**src/rtl/uart_tx_arbiter.sv**
```systemverilog
// Round-robin, packet-oriented arbiter that shares one UART transmitter among kNumReq
// byte-stream requesters, sequencing each byte against the UART's registered ready flag.
module uart_tx_arbiter #(
    parameter int unsigned kNumReq     = 4,
    parameter int unsigned kMaxBurst   = 64,
    parameter int unsigned kGapTimeout = 1024
) (
    input  logic                   clk,
    input  logic                   rst,
    input  logic [8*kNumReq-1:0]   req_data,
    input  logic [kNumReq-1:0]     req_valid,
    input  logic [kNumReq-1:0]     req_last,
    output logic [kNumReq-1:0]     req_ready,
    output logic [kNumReq-1:0]     grant,
    output logic [7:0]             uart_tx_data,
    output logic                   uart_tx_valid,
    input  logic                   uart_tx_ready,
    output logic                   gap_timeout,
    output logic                   busy
);

    localparam int unsigned IdxW = $clog2(kNumReq);

    typedef enum logic [2:0] {
        StIdle,
        StLoad,
        StIssue,
        StWaitBusy,
        StWaitDone
    } state_e;

    state_e              state_q, state_d;
    logic [kNumReq-1:0]  grant_q, grant_d;
    logic [IdxW-1:0]     idx_q, idx_d;
    logic [IdxW-1:0]     rr_ptr_q, rr_ptr_d;
    logic [7:0]          burst_q, burst_d;
    logic [15:0]         gap_q, gap_d;
    logic [7:0]          data_q, data_d;
    logic                last_q, last_d;

    logic [IdxW-1:0]     arb_idx;
    logic                arb_found;
    logic [IdxW-1:0]     next_ptr;
    logic                own_valid;
    logic                own_last;
    logic [7:0]          own_data;

    // First valid requester at or after rr_ptr, wrapping modulo kNumReq.
    always_comb begin
        int unsigned     cand;
        logic [IdxW-1:0] cand_idx;
        cand      = 0;
        cand_idx  = '0;
        arb_idx   = '0;
        arb_found = 1'b0;
        for (int unsigned k = 0; k < kNumReq; k++) begin
            cand = 32'(rr_ptr_q) + k;
            if (cand >= kNumReq) begin
                cand = cand - kNumReq;
            end
            cand_idx = IdxW'(cand);
            if (!arb_found && req_valid[cand_idx]) begin
                arb_found = 1'b1;
                arb_idx   = cand_idx;
            end
        end
    end

    assign next_ptr  = (idx_q == IdxW'(kNumReq - 1)) ? '0 : idx_q + IdxW'(1);
    assign own_valid = req_valid[idx_q];
    assign own_last  = req_last[idx_q];
    assign own_data  = req_data[{idx_q, 3'b000} +: 8];

    always_comb begin
        state_d       = state_q;
        grant_d       = grant_q;
        idx_d         = idx_q;
        rr_ptr_d      = rr_ptr_q;
        burst_d       = burst_q;
        gap_d         = gap_q;
        data_d        = data_q;
        last_d        = last_q;
        req_ready     = '0;
        uart_tx_valid = 1'b0;
        gap_timeout   = 1'b0;

        unique case (state_q)
            StIdle: begin
                if (arb_found) begin
                    grant_d          = '0;
                    grant_d[arb_idx] = 1'b1;
                    idx_d            = arb_idx;
                    burst_d          = '0;
                    gap_d            = '0;
                    state_d          = StLoad;
                end
            end
            StLoad: begin
                req_ready = grant_q & req_valid;
                if (own_valid) begin
                    data_d  = own_data;
                    last_d  = own_last;
                    burst_d = burst_q + 8'd1;
                    gap_d   = '0;
                    state_d = StIssue;
                end else if (gap_q == 16'(kGapTimeout - 1)) begin
                    gap_timeout = 1'b1;
                    grant_d     = '0;
                    rr_ptr_d    = next_ptr;
                    gap_d       = '0;
                    state_d     = StIdle;
                end else begin
                    gap_d = gap_q + 16'd1;
                end
            end
            StIssue: begin
                if (uart_tx_ready) begin
                    uart_tx_valid = 1'b1;
                    state_d       = StWaitBusy;
                end
            end
            StWaitBusy: begin
                // UART drops ready one edge after it takes the byte.
                if (!uart_tx_ready) begin
                    state_d = StWaitDone;
                end
            end
            StWaitDone: begin
                if (uart_tx_ready) begin
                    if (last_q || (burst_q == 8'(kMaxBurst))) begin
                        grant_d  = '0;
                        rr_ptr_d = next_ptr;
                        state_d  = StIdle;
                    end else begin
                        state_d = StLoad;
                    end
                end
            end
            default: begin
                state_d = StIdle;
            end
        endcase
    end

    always_ff @(posedge clk) begin
        if (rst) begin
            state_q  <= StIdle;
            grant_q  <= '0;
            idx_q    <= '0;
            rr_ptr_q <= '0;
            burst_q  <= '0;
            gap_q    <= '0;
            data_q   <= '0;
            last_q   <= 1'b0;
        end else begin
            state_q  <= state_d;
            grant_q  <= grant_d;
            idx_q    <= idx_d;
            rr_ptr_q <= rr_ptr_d;
            burst_q  <= burst_d;
            gap_q    <= gap_d;
            data_q   <= data_d;
            last_q   <= last_d;
        end
    end

    assign grant        = grant_q;
    assign uart_tx_data = data_q;
    assign busy         = (state_q != StIdle);

endmodule
```
**config.mk**
```make
export PLATFORM = sky130hd
export DESIGN_NAME = uart_tx_arbiter
export DESIGN_NICKNAME = d
export VERILOG_FILES = /design/src/rtl/uart_tx_arbiter.sv
export SDC_FILE = /design/constraint.sdc
export NUM_CORES = 1
export LEC_CHECK = 0
export CAP_MARGIN = 20
export CORE_ASPECT_RATIO = 1.1
export CORE_MARGIN = 1.5
export CORE_UTILIZATION = 44
export DETAILED_ROUTE_END_ITERATION = 16
export PLACE_DENSITY = 0.87
export SYNTH_ARGS = -nofsm -noshare
export SYNTH_HDL_FRONTEND = slang
export SYNTH_SLANG_ARGS = --single-unit
export TNS_END_PERCENT = 50
```
**constraint.sdc**
```tcl
create_clock -name clk -period 2.22 [get_ports clk]
set_input_delay 0.555 -clock clk [delete_from_list [all_inputs] [get_ports clk]]
set_output_delay 0.555 -clock clk [all_outputs]
set_load 0.05 [all_outputs]
```
## Yosys cells after proc, flatten, opt, wreduce, memory -nomap -nowiden

Index checks and enable logic that the tools add are counted.

- $add $sub $neg: 10
- Multiply operators: 0
- Divide/modulo/power cells: 0
- Order comparisons: 11
- Eq/ne operators: 16
- Shift-type cells: 1
- Muxes and demuxes: 59
- Bitwise gates (word level): 1
- Reductions and logical operators: 20

Operator list:

| operator | count |
|---|---|
| $mux 16 | 3 |
| $pmux 16 s2 | 1 |
| $shiftx 32x6->8 | 1 |
| $mux 2 | 13 |
| $mux 4 | 6 |
| $lt 2x3->1 const B | 6 |
| $mux 3 | 6 |
| $mux 1 | 17 |
| $add 16x1->16 const B | 1 |
| $eq 16x10->1 const B | 1 |
| $mux 8 | 2 |
| $ne 2x2->1 const B | 8 |
| $pmux 8 s2 | 1 |
| $pmux 3 s5 | 1 |
| $bmux 1 s2 | 6 |
| $pmux 4 s3 | 1 |
| $reduce_and 5->1 | 2 |
| $ge 3x3->1 const B | 3 |
| $add 8x1->8 const B | 1 |
| $eq 8x7->1 const B | 1 |
| $sub 2x1->2 const B | 4 |
| $add 2x2->3 const B | 2 |
| $eq 3x2->1 const B | 2 |
| $reduce_and 2->1 | 3 |
| other kinds (19) | 26 |

- Bits in registers: 44
- Bits in latches: 0
- RAM bits: 0
- Memory bits (read-only): 0
- Input port bits: 43
- Output and inout port bits: 19
- Logic and storage cells: 126
- Memories: 0

## Logic depth before layout (Yosys ltp)

- Depth after elaboration: 20
- Mapped depth: 8
- Gate-level depth less buffers: 7

## Worst setup path after synthesis

OpenSTA, ideal clock, no wires.

- Path type: flip-flop to output port
- Start: register gap_q[12]
- End: output gap_timeout
- Data arrival time: 2327 ps
- Data required time: 1665 ps
- Setup slack: -662 ps
- Stages on the path, launching flop included: 5
- Buffers on the path: 0
- Cell sequence: dfxtp_1 -> or4_1 -> or4_4 -> or2_2 -> nor2_1

- Word-level cells in the longest chain between the ends: 4

RTL lines:

| what | RTL line | source |
|---|---|---|
| from (decl) | 37 | `logic [15:0] gap_q, gap_d;` |
| from (signal assigned) | 161 | `gap_q <= gap_d;` |
| $eq 16x10->1 | 106 | `end else if (gap_q == 16'(kGapTimeout - 1)) begin` |
| $mux 1 | 106 |  |
| $mux 1 | 100 | `if (own_valid) begin` |
| $mux 1 | 87 | `unique case (state_q)` |
| to (decl) | 18 | `output logic gap_timeout,` |

No other way between the ends.

## Worst setup path after layout

- Start: register gap_q[15]
- End: output gap_timeout

Same word-level chain as after synthesis.

==> summary.txt <==
CTS
  • Clock latency on the worst-skew pair: slightly above 300 ps
  • H-tree levels: 2
  • CTS tree: built
  • Clock Tree Buf Depth: 2
  • Num CTS Buffers: 5
  • CTS sink count: 44
  • Reg clk slew, reported paths: around 90 ps
  • CTS root buffer: clkbuf_8
  • Cts-stage hold buffer count: 0

Place
  • Dpl hpwl: between 4 and 5 mm
  • Setup WS pre-CTS: -338 ps
  • Buffers added on ports: between 60 and 70
  • GPL Wtd Cong: approximately 0.92

STA
  • Final worst path period share: 121%
  • Final Setup Violations: 20
  • Max Fclk: ~370 MHz
  • Crit path time final: roughly 2700 ps
  • Slew @ Worst Pin: about 530 ps
  • RSZ-0062 raised after global routing: true
  • Worst slew margin: between 60% and 70%
  • Final WS setup: -476 ps
  • Slew Viols, Final: 0
  • Final hold vios: 0
  • Final Skew: 6.91 ps

Yosys
  • Syn Inst Count: 283
  • Compound-Gate Fraction of Synth Area: 13.6%
  • Post-Synthesis Net Count: 330
  • XOR/XNOR Fraction of Synth Area: a little under 6%
  • Yosys warning count: 0
  • Simple-Gate Fraction of Synth Area: a little over a quarter
  • Synth cell types: between 40 and 50
  • Avg Synthesized Cell Area: between 8 and 9 um^2
  • Largest family of logic cells by synthesized area: simple AND/OR/NAND/NOR gates
  • Seq/Total Area, Yosys: 36.6%
  • Yosys reg bits: 44
  • Post-Syn Area: about 0.0024 mm^2
  • Adder and majority gate portion of the synthesized area: 2.08%
  • Mux share of post-synthesis cell area: a little under an eighth

Setup path
  • Critical Path RT: 1660 ps
  • Critical Path Max Stage Delay: 530 ps
  • Critical path cell sequence: or4_4, or4_4, or2_4, nor2_4, buf_12
  • Maximum net fanout on the critical path: 2
  • CP startpoint kind: flip-flop
  • CP bufs+invs: 1
  • Critical path depth: 5
  • Setup CP Type: reg -> out
  • Cell family with most CP delay: simple AND/OR/NAND/NOR gates
  • CP Capture Type: output pin
  • Most used cell along the critical path: or4_4
  • Critical Path AT: about 2100 ps
  • Critical path's slowest cell: or4_4
  • R2R cell count: 9

Global route
  • Number of global-route vias before repair: between 2000 and 2500
  • First-pass GRT wire length: approximately 10 mm
  • Grt total ovfl: 0
  • Total track usage: roughly 22%
  • Largest net degree at the start of global routing: 27
  • Antenna violations before repair: 0

Hold path
  • Worst hold path type: reg -> reg
  • Worst hold path stage count: 2

Finish
  • Area Growth Syn to Fin: 47.0%
  • Antenna cell count: 0
  • Fraction of layout cells with a size suffix above 1: 21.2%
  • Count of nets after finishing: approximately 420

Pwr
  • Seq pwr share: 38.5%
  • Combinational share of power: between 30% and 40%
  • Power Internal: between 1.5 and 2 mW
  • Clock power share: 28.3%
  • Switching power: a little under 0.8 mW
  • Total power: between 2 and 2.5 mW
  • VDD IR max: around 0.00063 V
  • Cell Pwr Density: around 650 mW/mm^2
  • Sw Share: approximately a third
  • Leakage: ~1.3 nW

Drt
  • DR pass1 iterations: 4
  • DRC violations left: 0
  • Post-Route WL: 6.10 mm
  • Routed wire per std cell: roughly 14 um
  • Post-DR vias/cell: 5.29
  • Initial drt markers: between 100 and 150
  • Antenna-violating nets left: 0
  • Vias post-DR: 2365

Floorplanning
  • Cell Rows: 28
  • Die area: between 0.005 and 0.006 mm^2
  • Core Area: 0.00533 mm^2
  • Initial Util: a little under half
  • Die width: ~73 um
  • Die Ht: about 81 um
  • # IOs: 62

Job
  • Max-Cap Viols: 0

Outcome
  • Status: finished, violations left
  • Failing checks: setup timing
[cell families after synthesis]
group                      after synthesis
muxes                                   16
AOI/OAI and AO/OA                       49
adders and majority gates                4
and+or+nand+nor                        132
xor gates and xnor gates                16
DFF                                     44
buffers and inverters                   22
[registers in the layout, summed over array words and instances, names as in the netlist]
register and flops:
last_q 1, grant 4, idx_q 2, gap_q 16, uart_tx_data 8, burst_q 8
rr_ptr_q 2, state_q 3
[per-stage QoR]
step	hold WS, ps	utilization (%)	setup TNS [ps]	cell area [um^2]	cells
after global placement	442	63.0	-7320	3360	437
after CTS	467	65.5	-494	3490	445
final	464	66.3	-1890	3530	447
after detailed placement	451	63.0	-9790	3360	437
after floorplan	436	-	-242	2420	283
after global routing	493	66.3	-3340	3530	447
[cell usage after synthesis (all sizes together)]
library cell / number / area [um^2]
nor4: 2 / 12.5
a22oi: 3 / 27.5
inv: 9 / 33.8
clkbuf: 10 / 37.5
dfxtp: 44 / 881
a211oi: 2 / 15.0
nand4: 6 / 37.5
nor2: 37 / 146
o22ai: 3 / 18.8
nand2b: 5 / 31.3
a21o: 1 / 7.51
o21bai: 2 / 18.8
o21ba: 1 / 10.0
nand3b: 2 / 15.0
or4: 2 / 18.8
and3: 7 / 45.1
and4: 1 / 8.76
nand2: 41 / 154
xor2: 13 / 114
o211a: 1 / 10.0
nand3: 10 / 50.1
o21ai: 4 / 20.0
or3: 2 / 12.5
o22a: 1 / 8.76
and2: 2 / 12.5
a211o: 2 / 17.5
o221ai: 1 / 8.76
mux2i: 6 / 60.1
nor3: 9 / 45.0
buf: 3 / 17.5
o21a: 1 / 7.51
nor2b: 1 / 6.26
a21oi: 25 / 140
a32oi: 1 / 8.76
nor3b: 3 / 22.5
a41oi: 1 / 8.76
or2: 2 / 12.5
ha: 4 / 50.1
xnor2: 3 / 26.3
mux4: 10 / 225
[area by class of cell]
type	count	area [um^2]
clock buffers	5	68.8
well taps	75	93.8
multi-input cells	217	1480
fillers	436	1790
clock inverters	3	46.3
repair buffers	94	927
inverters	9	33.8
flip-flops and latches	44	886
[worst paths after layout]
path / end / slack (ps) / start
setup / recovery: gap_timeout / -480 / gap_q[15]
hold / removal: uart_tx_data[5] / 460 / uart_tx_data[5]
setup reg to reg: rr_ptr_q[0] / -180 / gap_q[15]
hold reg to reg: uart_tx_data[5] / 460 / uart_tx_data[5]
[power by group through the flow]
stage	Sequential [mW]	Clock, mW	Combinational, mW
global placement	0.897	0	0.725
CTS	0.883	0.655	0.755
finish	0.885	0.652	0.765
detailed placement	0.900	0	0.747
global route	0.893	0.696	0.822
floorplan	0.960	0	0.404
[layout by cell type, fill, tap and decap left out, types with 2 or more instances in the layout]
master           count
xnor2_1              3
mux4_2              10
a21oi_2              2
a211oi_1             2
nor2_1              34
nor3_1               9
nor3b_2              2
nand3b_1             2
dfxtp_1             40
inv_1                9
and3_1               6
or4_4                2
buf_12               6
a22oi_2              2
buf_6                3
xor2_1              13
nand2_1             41
nand2b_1             5
nand4_1              6
clkbuf_8             5
a21oi_1             22
clkdlybuf4s50_1     54
dfxtp_2              4
and2_1               2
ha_1                 4
or3_1                2
nor2_4               2
nand3_1             10
a211o_1              2
o22ai_1              3
nor4_1               2
o21ai_0              4
mux2i_1              6
buf_4               31
[worst register-to-register path, stage by stage, from the launching register on]
cell and delay (ps):
dfxtp_2 330, or4_4 530, or4_4 430, buf_4 150, buf_6 110, nor2_4 130, buf_6 120, a22oi_2 60
or3_1 360, a21oi_2 120
[repair_timing]
action | 4_1_cts | 5_1_grt
setup buffers | 0 | 2
pin swaps | 2 | 18
resized for setup | 5 | 8
setup endpoints to repair | 20 | 18
[metal layers]
metal	global-route usage [%]	up-vias	part of all wire [%]
met1	23.5	1131	41
li1	-	1176	-
met2	38.3	48	54
met5	0	-	0
met3	6.27	10	3.6
met4	8.89	0	1.9
Power figures use the tool's default switching activity.
